`src/rtl/sdram_traffic_gen.sv`:
```
// Burst write/read-back self-test initiator for sdram_ctrl: writes an incrementing
// pattern over NUM_BURSTS bursts, reads it back, and reports mismatches and ack timeouts.
module sdram_traffic_gen #(
  parameter logic [23:0] BASE_ADDR   = 24'h00_0000,
  parameter int          BURST_LEN   = 10,
  parameter int          NUM_BURSTS  = 4,
  parameter logic [15:0] DATA_SEED   = 16'h0000,
  parameter int          TIMEOUT_CYC = 4096
) (
  input  logic        clk_100m,
  input  logic        rstn,
  input  logic        start,
  output logic        wr_req,
  output logic [23:0] wr_addr,
  output logic [9:0]  wr_burst_len,
  output logic [15:0] wr_data,
  input  logic        wr_ack,
  output logic        rd_req,
  output logic [23:0] rd_addr,
  output logic [9:0]  rd_burst_len,
  input  logic [15:0] rd_data,
  input  logic        rd_ack,
  output logic        busy,
  output logic        done,
  output logic        pass,
  output logic [15:0] err_cnt,
  output logic        timeout
);

  localparam int              WDW     = $clog2(TIMEOUT_CYC + 1);
  localparam logic [23:0]     STRIDE  = 24'(BURST_LEN);
  localparam logic [9:0]      W_LAST  = 10'(BURST_LEN - 1);
  localparam logic [7:0]      B_LAST  = 8'(NUM_BURSTS - 1);
  localparam logic [WDW-1:0]  WD_LAST = WDW'(TIMEOUT_CYC - 1);

  typedef enum logic [2:0] {
    S_IDLE, S_WR_BURST, S_WR_GAP, S_RD_BURST, S_RD_GAP, S_DONE
  } state_t;

  state_t          state_q, state_d;
  logic            wr_req_q, wr_req_d, rd_req_q, rd_req_d;
  logic [23:0]     wr_addr_q, wr_addr_d, rd_addr_q, rd_addr_d;
  logic [15:0]     wr_data_q, wr_data_d, exp_q, exp_d;
  logic            busy_q, busy_d, done_q, done_d, pass_q, pass_d;
  logic [15:0]     err_cnt_q, err_cnt_d;
  logic            timeout_q, timeout_d;
  logic [7:0]      burst_q, burst_d;
  logic [9:0]      word_q, word_d;
  logic [WDW-1:0]  wdog_q, wdog_d;

  always_ff @(posedge clk_100m or negedge rstn) begin
    if (!rstn) begin
      state_q   <= S_IDLE;
      wr_req_q  <= 1'b0;
      rd_req_q  <= 1'b0;
      wr_addr_q <= BASE_ADDR;
      rd_addr_q <= BASE_ADDR;
      wr_data_q <= DATA_SEED;
      exp_q     <= DATA_SEED;
      busy_q    <= 1'b0;
      done_q    <= 1'b0;
      pass_q    <= 1'b0;
      err_cnt_q <= '0;
      timeout_q <= 1'b0;
      burst_q   <= '0;
      word_q    <= '0;
      wdog_q    <= '0;
    end else begin
      state_q   <= state_d;
      wr_req_q  <= wr_req_d;
      rd_req_q  <= rd_req_d;
      wr_addr_q <= wr_addr_d;
      rd_addr_q <= rd_addr_d;
      wr_data_q <= wr_data_d;
      exp_q     <= exp_d;
      busy_q    <= busy_d;
      done_q    <= done_d;
      pass_q    <= pass_d;
      err_cnt_q <= err_cnt_d;
      timeout_q <= timeout_d;
      burst_q   <= burst_d;
      word_q    <= word_d;
      wdog_q    <= wdog_d;
    end
  end

  always_comb begin
    state_d = state_q;
    case (state_q)
      S_IDLE:     if (start) state_d = S_WR_BURST;
      S_WR_BURST: begin
        if (wr_ack) begin
          if (word_q == W_LAST) state_d = S_WR_GAP;
        end else if (wdog_q == WD_LAST) begin
          state_d = S_DONE;
        end
      end
      S_WR_GAP:   state_d = (burst_q == B_LAST) ? S_RD_BURST : S_WR_BURST;
      S_RD_BURST: begin
        if (rd_ack) begin
          if (word_q == W_LAST) state_d = S_RD_GAP;
        end else if (wdog_q == WD_LAST) begin
          state_d = S_DONE;
        end
      end
      S_RD_GAP:   state_d = (burst_q == B_LAST) ? S_DONE : S_RD_BURST;
      S_DONE:     state_d = S_IDLE;
      default:    state_d = S_IDLE;
    endcase
  end

  // Watchdog defaults to zero outside the burst states, so it is clear on burst entry.
  always_comb begin
    wr_req_d  = wr_req_q;
    rd_req_d  = rd_req_q;
    wr_addr_d = wr_addr_q;
    rd_addr_d = rd_addr_q;
    wr_data_d = wr_data_q;
    exp_d     = exp_q;
    busy_d    = busy_q;
    done_d    = done_q;
    pass_d    = pass_q;
    err_cnt_d = err_cnt_q;
    timeout_d = timeout_q;
    burst_d   = burst_q;
    word_d    = word_q;
    wdog_d    = '0;
    case (state_q)
      S_IDLE: begin
        if (start) begin
          wr_req_d  = 1'b1;
          wr_addr_d = BASE_ADDR;
          rd_addr_d = BASE_ADDR;
          wr_data_d = DATA_SEED;
          busy_d    = 1'b1;
          done_d    = 1'b0;
          pass_d    = 1'b0;
          err_cnt_d = '0;
          timeout_d = 1'b0;
          burst_d   = '0;
          word_d    = '0;
        end
      end
      S_WR_BURST: begin
        if (wr_ack) begin
          wr_data_d = wr_data_q + 16'd1;
          word_d    = word_q + 10'd1;
          if (word_q == W_LAST) begin
            wr_req_d = 1'b0;
            word_d   = '0;
          end
        end else if (wdog_q == WD_LAST) begin
          wr_req_d  = 1'b0;
          rd_req_d  = 1'b0;
          timeout_d = 1'b1;
        end else begin
          wdog_d = wdog_q + WDW'(1);
        end
      end
      S_WR_GAP: begin
        if (burst_q == B_LAST) begin
          rd_req_d  = 1'b1;
          rd_addr_d = BASE_ADDR;
          exp_d     = DATA_SEED;
          burst_d   = '0;
        end else begin
          wr_req_d  = 1'b1;
          wr_addr_d = wr_addr_q + STRIDE;
          burst_d   = burst_q + 8'd1;
        end
      end
      S_RD_BURST: begin
        if (rd_ack) begin
          if (rd_data != exp_q && err_cnt_q != 16'hFFFF) err_cnt_d = err_cnt_q + 16'd1;
          exp_d  = exp_q + 16'd1;
          word_d = word_q + 10'd1;
          if (word_q == W_LAST) begin
            rd_req_d = 1'b0;
            word_d   = '0;
          end
        end else if (wdog_q == WD_LAST) begin
          wr_req_d  = 1'b0;
          rd_req_d  = 1'b0;
          timeout_d = 1'b1;
        end else begin
          wdog_d = wdog_q + WDW'(1);
        end
      end
      S_RD_GAP: begin
        if (burst_q != B_LAST) begin
          rd_req_d  = 1'b1;
          rd_addr_d = rd_addr_q + STRIDE;
          burst_d   = burst_q + 8'd1;
        end
      end
      S_DONE: begin
        busy_d = 1'b0;
        done_d = 1'b1;
        pass_d = (err_cnt_q == 16'd0) && !timeout_q;
      end
      default: ;
    endcase
  end

  assign wr_req       = wr_req_q;
  assign rd_req       = rd_req_q;
  assign wr_addr      = wr_addr_q;
  assign rd_addr      = rd_addr_q;
  assign wr_data      = wr_data_q;
  assign wr_burst_len = 10'(BURST_LEN);
  assign rd_burst_len = 10'(BURST_LEN);
  assign busy         = busy_q;
  assign done         = done_q;
  assign pass         = pass_q;
  assign err_cnt      = err_cnt_q;
  assign timeout      = timeout_q;

endmodule

```
`config.mk`:
```
export PLATFORM = sky130hd
export DESIGN_NAME = sdram_traffic_gen
export DESIGN_NICKNAME = d
export VERILOG_FILES = /design/src/rtl/sdram_traffic_gen.sv
export SDC_FILE = /design/constraint.sdc
export NUM_CORES = 1
export LEC_CHECK = 0
export ABC_AREA = 1
export CORE_MARGIN = 5
export CORE_UTILIZATION = 45
export DETAILED_ROUTE_END_ITERATION = 10
export PLACE_DENSITY = 0.73
export SLEW_MARGIN = 20
export SYNTH_ARGS = -nofsm -noshare
export SYNTH_HDL_FRONTEND = slang
export SYNTH_SLANG_ARGS = --single-unit
```
`constraint.sdc`:
```
create_clock -name clk_100m -period 1.9 [get_ports clk_100m]
set_input_delay 0.57 -clock clk_100m [delete_from_list [all_inputs] [get_ports clk_100m]]
set_output_delay 0.57 -clock clk_100m [all_outputs]
set_load 0.02 [all_outputs]
```
Yosys cells after proc, flatten, opt, wreduce, memory -nomap -nowiden
Cells that the tools add are included.
Cells by class
  add/sub/neg operators: 8
  equality and inequality tests: 22
  multiplexer cells: 58
  reduce and logical (&&, ||, !) cells: 26
Operator list (count)
  $mux 16: 6
  $mux 24: 4
  $pmux 16 s2: 3
  $pmux 24 s3: 1
  $add 16x1->16 const B: 3
  $add 24x4->24 const B: 2
  $pmux 24 s2: 1
  $mux 10: 4
  $mux 13: 3
  $pmux 10 s3: 1
  $pmux 13 s2: 1
  $mux 8: 3
  $pmux 8 s3: 1
  $mux 3: 7
  $ne 2x2->1 const B: 9
  $logic_not 16->1: 1
  $ne 16x16->1: 1
  $ne 16x16->1 const B: 1
  $reduce_and 4->1: 4
  $mux 1: 15
  $pmux 3 s5: 1
  $reduce_and 3->1: 5
  $add 13x1->13 const B: 1
  $eq 13x12->1 const B: 1
  other kinds (21): 35
Word-level totals
  flip-flop bits (word level): 136
  bits of input ports: 21
  output and inout port bits: 106
  logic and storage cells: 129

Depth between registers and ports, before layout
  depth after elaboration: 5
  gate-level depth with buffers: 13
  mapped depth without buffers: 12

Worst setup path before layout
Ideal clock, no wire load.
  path kind: register to register
  start: reg err_cnt_q[1], in the netlist err_cnt[1]
  end: reg err_cnt_q[9], in the netlist err_cnt[9]
  setup time: 0.065 ns
  data arrival time: 1.745 ns
  data required time: 1.835 ns
  path slack: 0.090 ns
  cell stages (with the launch flop): 13
  path buffers: 1
  period minus slack after synthesis: 1.810 ns
  cell sequence: dfrtp_1 > ha_1 > nand2_1 > nor2_1 > nand2_1 > nor2_1 > a21oi_1 > nand2_1 > nand2_2 > nand2_2 > buf_6 > nand2_1 > nand2_1
Between the ends
  longest elaborated chain between the ends: 4
  elaborated cells on any way between the ends: 8
  those cells by class: add/sub: 1; eq/ne: 2; mux: 3; reduce/logical: 2
RTL lines
  from (decl): line 45  | logic [15:0] err_cnt_q, err_cnt_d;
  from (signal assigned): line 79  | err_cnt_q <= err_cnt_d;
  $add 16x1->16 / $ne 16x16->1 (equally long branches): line 174  | if (rd_data != exp_q && err_cnt_q != 16'hFFFF) err_cnt_d = err_cnt_q + 16'd1;
  $mux 16 / $logic_and 1x1->1 (equally long branches): line 174
  $mux 16 / $ne 2x2->1 (equally long branches)
  $pmux 16 s2 / $reduce_and 4->1 (equally long branches)
Several ways; a longest one is shown, not always the timed one. The select of a mux whose other input is x is not followed.
A chain may end at the register's enable or synchronous reset.

Worst setup path in the final report
  start: reg err_cnt_q[0], in the netlist err_cnt[0]
  end: out err_cnt[0]
RTL lines
  to (decl): line 26  | output logic [15:0] err_cnt,
No word-level cell between the ends.

==> results.tsv <==
stage	metric	value	unit
pwr	leak pwr	5.541	nW
clock_tree	maximum root-to-sink buffer count	2	
place	post-placement cell count	1598	
run_status	status	complete, no violations	
yosys	Main synth FF type	dfrtp_1	
global_routing	M3 GR Usage	3.495	%
yosys	register area share after synthesis	39.11	%
min_path	worst hold path class	in -> async	
timing	crit path time final	1.843	ns
final_layout	P&R area growth vs syn	26.56	%
detailed_routing	Via-to-Cell Ratio	5.110	
place	gp weighted congestion	0.9068	
critical_path	critical path arrival	1.27	ns
job	Max Cap Viol	0	
global_routing	GR peak layer	met2	
timing	unrepaired setup endpoints after global routing	true	
yosys	post-synthesis cell count	1214	
die	die area	21910	µm²
final_layout	Util after Layout	58.01	%
die	die extent in x	148.0	µm
detailed_routing	DR DRC count	0	
final_layout	ant diodes	0	
critical_path	Top delay family on crit path	buffers and inverters	
global_routing	All-Layer GR Usage	20.52	%
critical_path	worst r2r path cells	8	
global_routing	number of global-route vias before repair	7921	
yosys	Cell Area, Synth	8573	µm²
clock_tree	Clock Tree Root	clkbuf_16	
timing	final setup vio count	0	
final_layout	area of the multi-input gates	4349	µm²
critical_path	crit-path max cell delay	0.38	ns
place	Final HPWL DP	16550	µm
yosys	synth cell count leaders	nand2_1, inv_1, nor2_1, dfrtp_1, nand3_1	
detailed_routing	via count	8344	
final_layout	share of layout cells above drive strength 1	12.01	%
critical_path	register-to-register setup slack	0.15	ns
critical_path	Crit Path Max Fanout	5	
clock_tree	CTS buffer count	17	
critical_path	Crit. Startpoint	err_cnt[0]	
die	core area	18710	µm²
critical_path	CP Cell Sequence	buf_4 -> dlygate4sd2_1	
global_routing	first-pass GRT wire length	37480	µm
yosys	Synth area leaders	dfrtp_1, nand2_1, inv_1, nor2_1, nand3_1	
final_layout	final cell count without fillers	1633	
critical_path	Slowest cell on crit path	dfrtp_1	
clock_tree	worst skew pair latency	0.42	ns
clock_tree	TritonCTS clock tree	yes	
pwr	VDD IR max	0.7011	mV
final_layout	fin nets	1417	
timing	Final Skew	0.008101	ns
critical_path	Data required, critical path	1.33	ns
yosys	Post-synth EDFFs	0	
critical_path	r2r endpoint	wr_addr[6]	
timing	final hold violation count	0	
yosys	FFs w/ async S/R, synth	100.0	%
detailed_routing	drt wl/cell	13.57	µm
critical_path	type of origin of the critical path	flop	
timing	fin crit share	97.01	%
clock_tree	H-tree depth	4	
final_layout	fillcell total	1734	
yosys	FF+latch count, synth	134	
global_routing	GRT Residual Overflow	0	
clock_tree	Clock transition at path regs	0.06	ns
critical_path	Buf/Inv on CP	2	
timing	max-slew violations	0	
critical_path	CP Class	reg -> out	
timing	FMAX	542.5	MHz
die	row count	50	
place	# port buffers	104	
detailed_routing	Routed Antenna Nets	0	
critical_path	CP Capture Type	output pin	
die	Die H	148.0	µm
clock_tree	CTS Sinks	134	
yosys	Synth warnings	0	
yosys	post-synth cell types	44	
critical_path	reg2reg start	state_q[1]	
yosys	most frequent cell after synthesis	nand2_1	
final_layout	register area	3353	µm²
die	Initial Utilization	45.83	%
critical_path	number of stages on the worst setup path	2	
detailed_routing	DRC violation total after the first TritonRoute iteration	441	
critical_path	worst setup path endpoint	err_cnt[0]	
global_routing	GR Util met2	33.87	%
clock_tree	CTS Hold Bufs	0	
detailed_routing	total wire length	22160	µm
global_routing	largest net degree at the start of global routing	55	
die	num ports	127	
global_routing	initial antenna violation count	0	
yosys	syn avg cell area	7.062	µm²
yosys	top-area cell type share of the netlist area	39.11	%
detailed_routing	drt pass-1 iters	5	
pwr	power density cells	1015	nW/µm²
yosys	cell taking the most area after synthesis	dfrtp_1	
global_routing	GRT met1 Usage	27.36	%
flip-flops by register name, summed over array words and instances, names as in the netlist:
signal and cells:
rd_addr 23, wr_addr 23, err_cnt 16, exp_q 16, wr_data 16, wdog_q 13
word_q 10, burst_q 8, state_q 3, busy 1, done 1, pass 1
rd_req 1, timeout 1, wr_req 1
per-layer routing:
layer  vias up  part of all wire, %
met5         -                    0
met4         0                  1.8
met3        29                  4.6
li1       4214                    -
met2       229                   48
met1      3872                   45
final cells by class:
cell class              count  share of cell area, %
inverters                 173                  6.008
well taps                 234                  2.698
flip-flops and latches    134                  30.90
repair buffers            177                  14.26
multi-input cells         883                  40.08
clock buffers              19                  4.174
clock inverters            13                  1.868
repair_timing:
item | CTS | global route
gates cloned | 0 | 1
endpoints found under the setup margin | 84 | 28
resized for setup | 84 | 9
setup buffers | 0 | 2
hold endpoints to repair | 0 | 0
pin swaps | 0 | 4
cells in the final DEF (no fill, tap or decap), types with 5 or more instances in the layout:
master and n:
a21oi_1 39, a21oi_2 5, buf_12 5, buf_4 68, bufinv_16 5, clkbuf_16 17
clkdlybuf4s50_1 19, clkinvlp_4 5, conb_1 22, dfrtp_1 134, dlygate4sd2_1 84, ha_1 10
inv_1 160, inv_2 12, nand2_1 313, nand2_2 9, nand2_4 9, nand3_1 99
nand4_1 36, nor2_1 132, nor2_2 5, nor2_4 7, nor3_1 54, nor4_1 7
o21ai_0 68, xnor2_1 5, xor2_1 19
where the power goes:
part	switching [mW]	internal (mW)	total (mW)
Clock	1.27	2.39	3.66
Sequential	0.316	3.14	3.45
Combinational	2.46	1.43	3.89
metrics by stage:
stage / setup WS [ns] / hold WS, ns / total power [mW] / instance area [µm²] / setup TNS (ns)
after floorplan: 0.08988 / 0.2744 / 5.910 / 8648 / 0
after global placement: -0.2854 / 0.4442 / 7.384 / 10230 / -11.45
after detailed placement: -0.3208 / 0.4552 / 7.460 / 10230 / -13.22
after CTS: 0.03317 / 0.03198 / 11.04 / 10790 / 0
after global routing: -0.01882 / 0.04655 / 11.67 / 10850 / -0.01882
final: 0.05679 / 0.03226 / 11.01 / 10850 / 0
cell families after synthesis:
family | synth area share, %
and+or+nand+nor | 36.92
buffers and inverters | 11.44
AOI/OAI and AO/OA | 8.523
DFF | 39.11
xor gates and xnor gates | 2.452
adders and majority gates | 1.459
other | 0.08760
how the worst min path moves through the flow:
stage / slack (ns) / cells after the start / endpoint / from
global placement: 0.44 / 1 / wdog_q[0] / wdog_q[0]
floorplan: 0.27 / 0 / burst_q[0] / rstn
global route: 0.05 / 1 / wr_addr[16] / rstn
CTS: 0.03 / 1 / wr_addr[20] / rstn
finish: 0.03 / 1 / wr_addr[16] / rstn
detailed placement: 0.46 / 1 / wdog_q[0] / wdog_q[0]
Note: power is estimated with default switching activity, not from simulation.
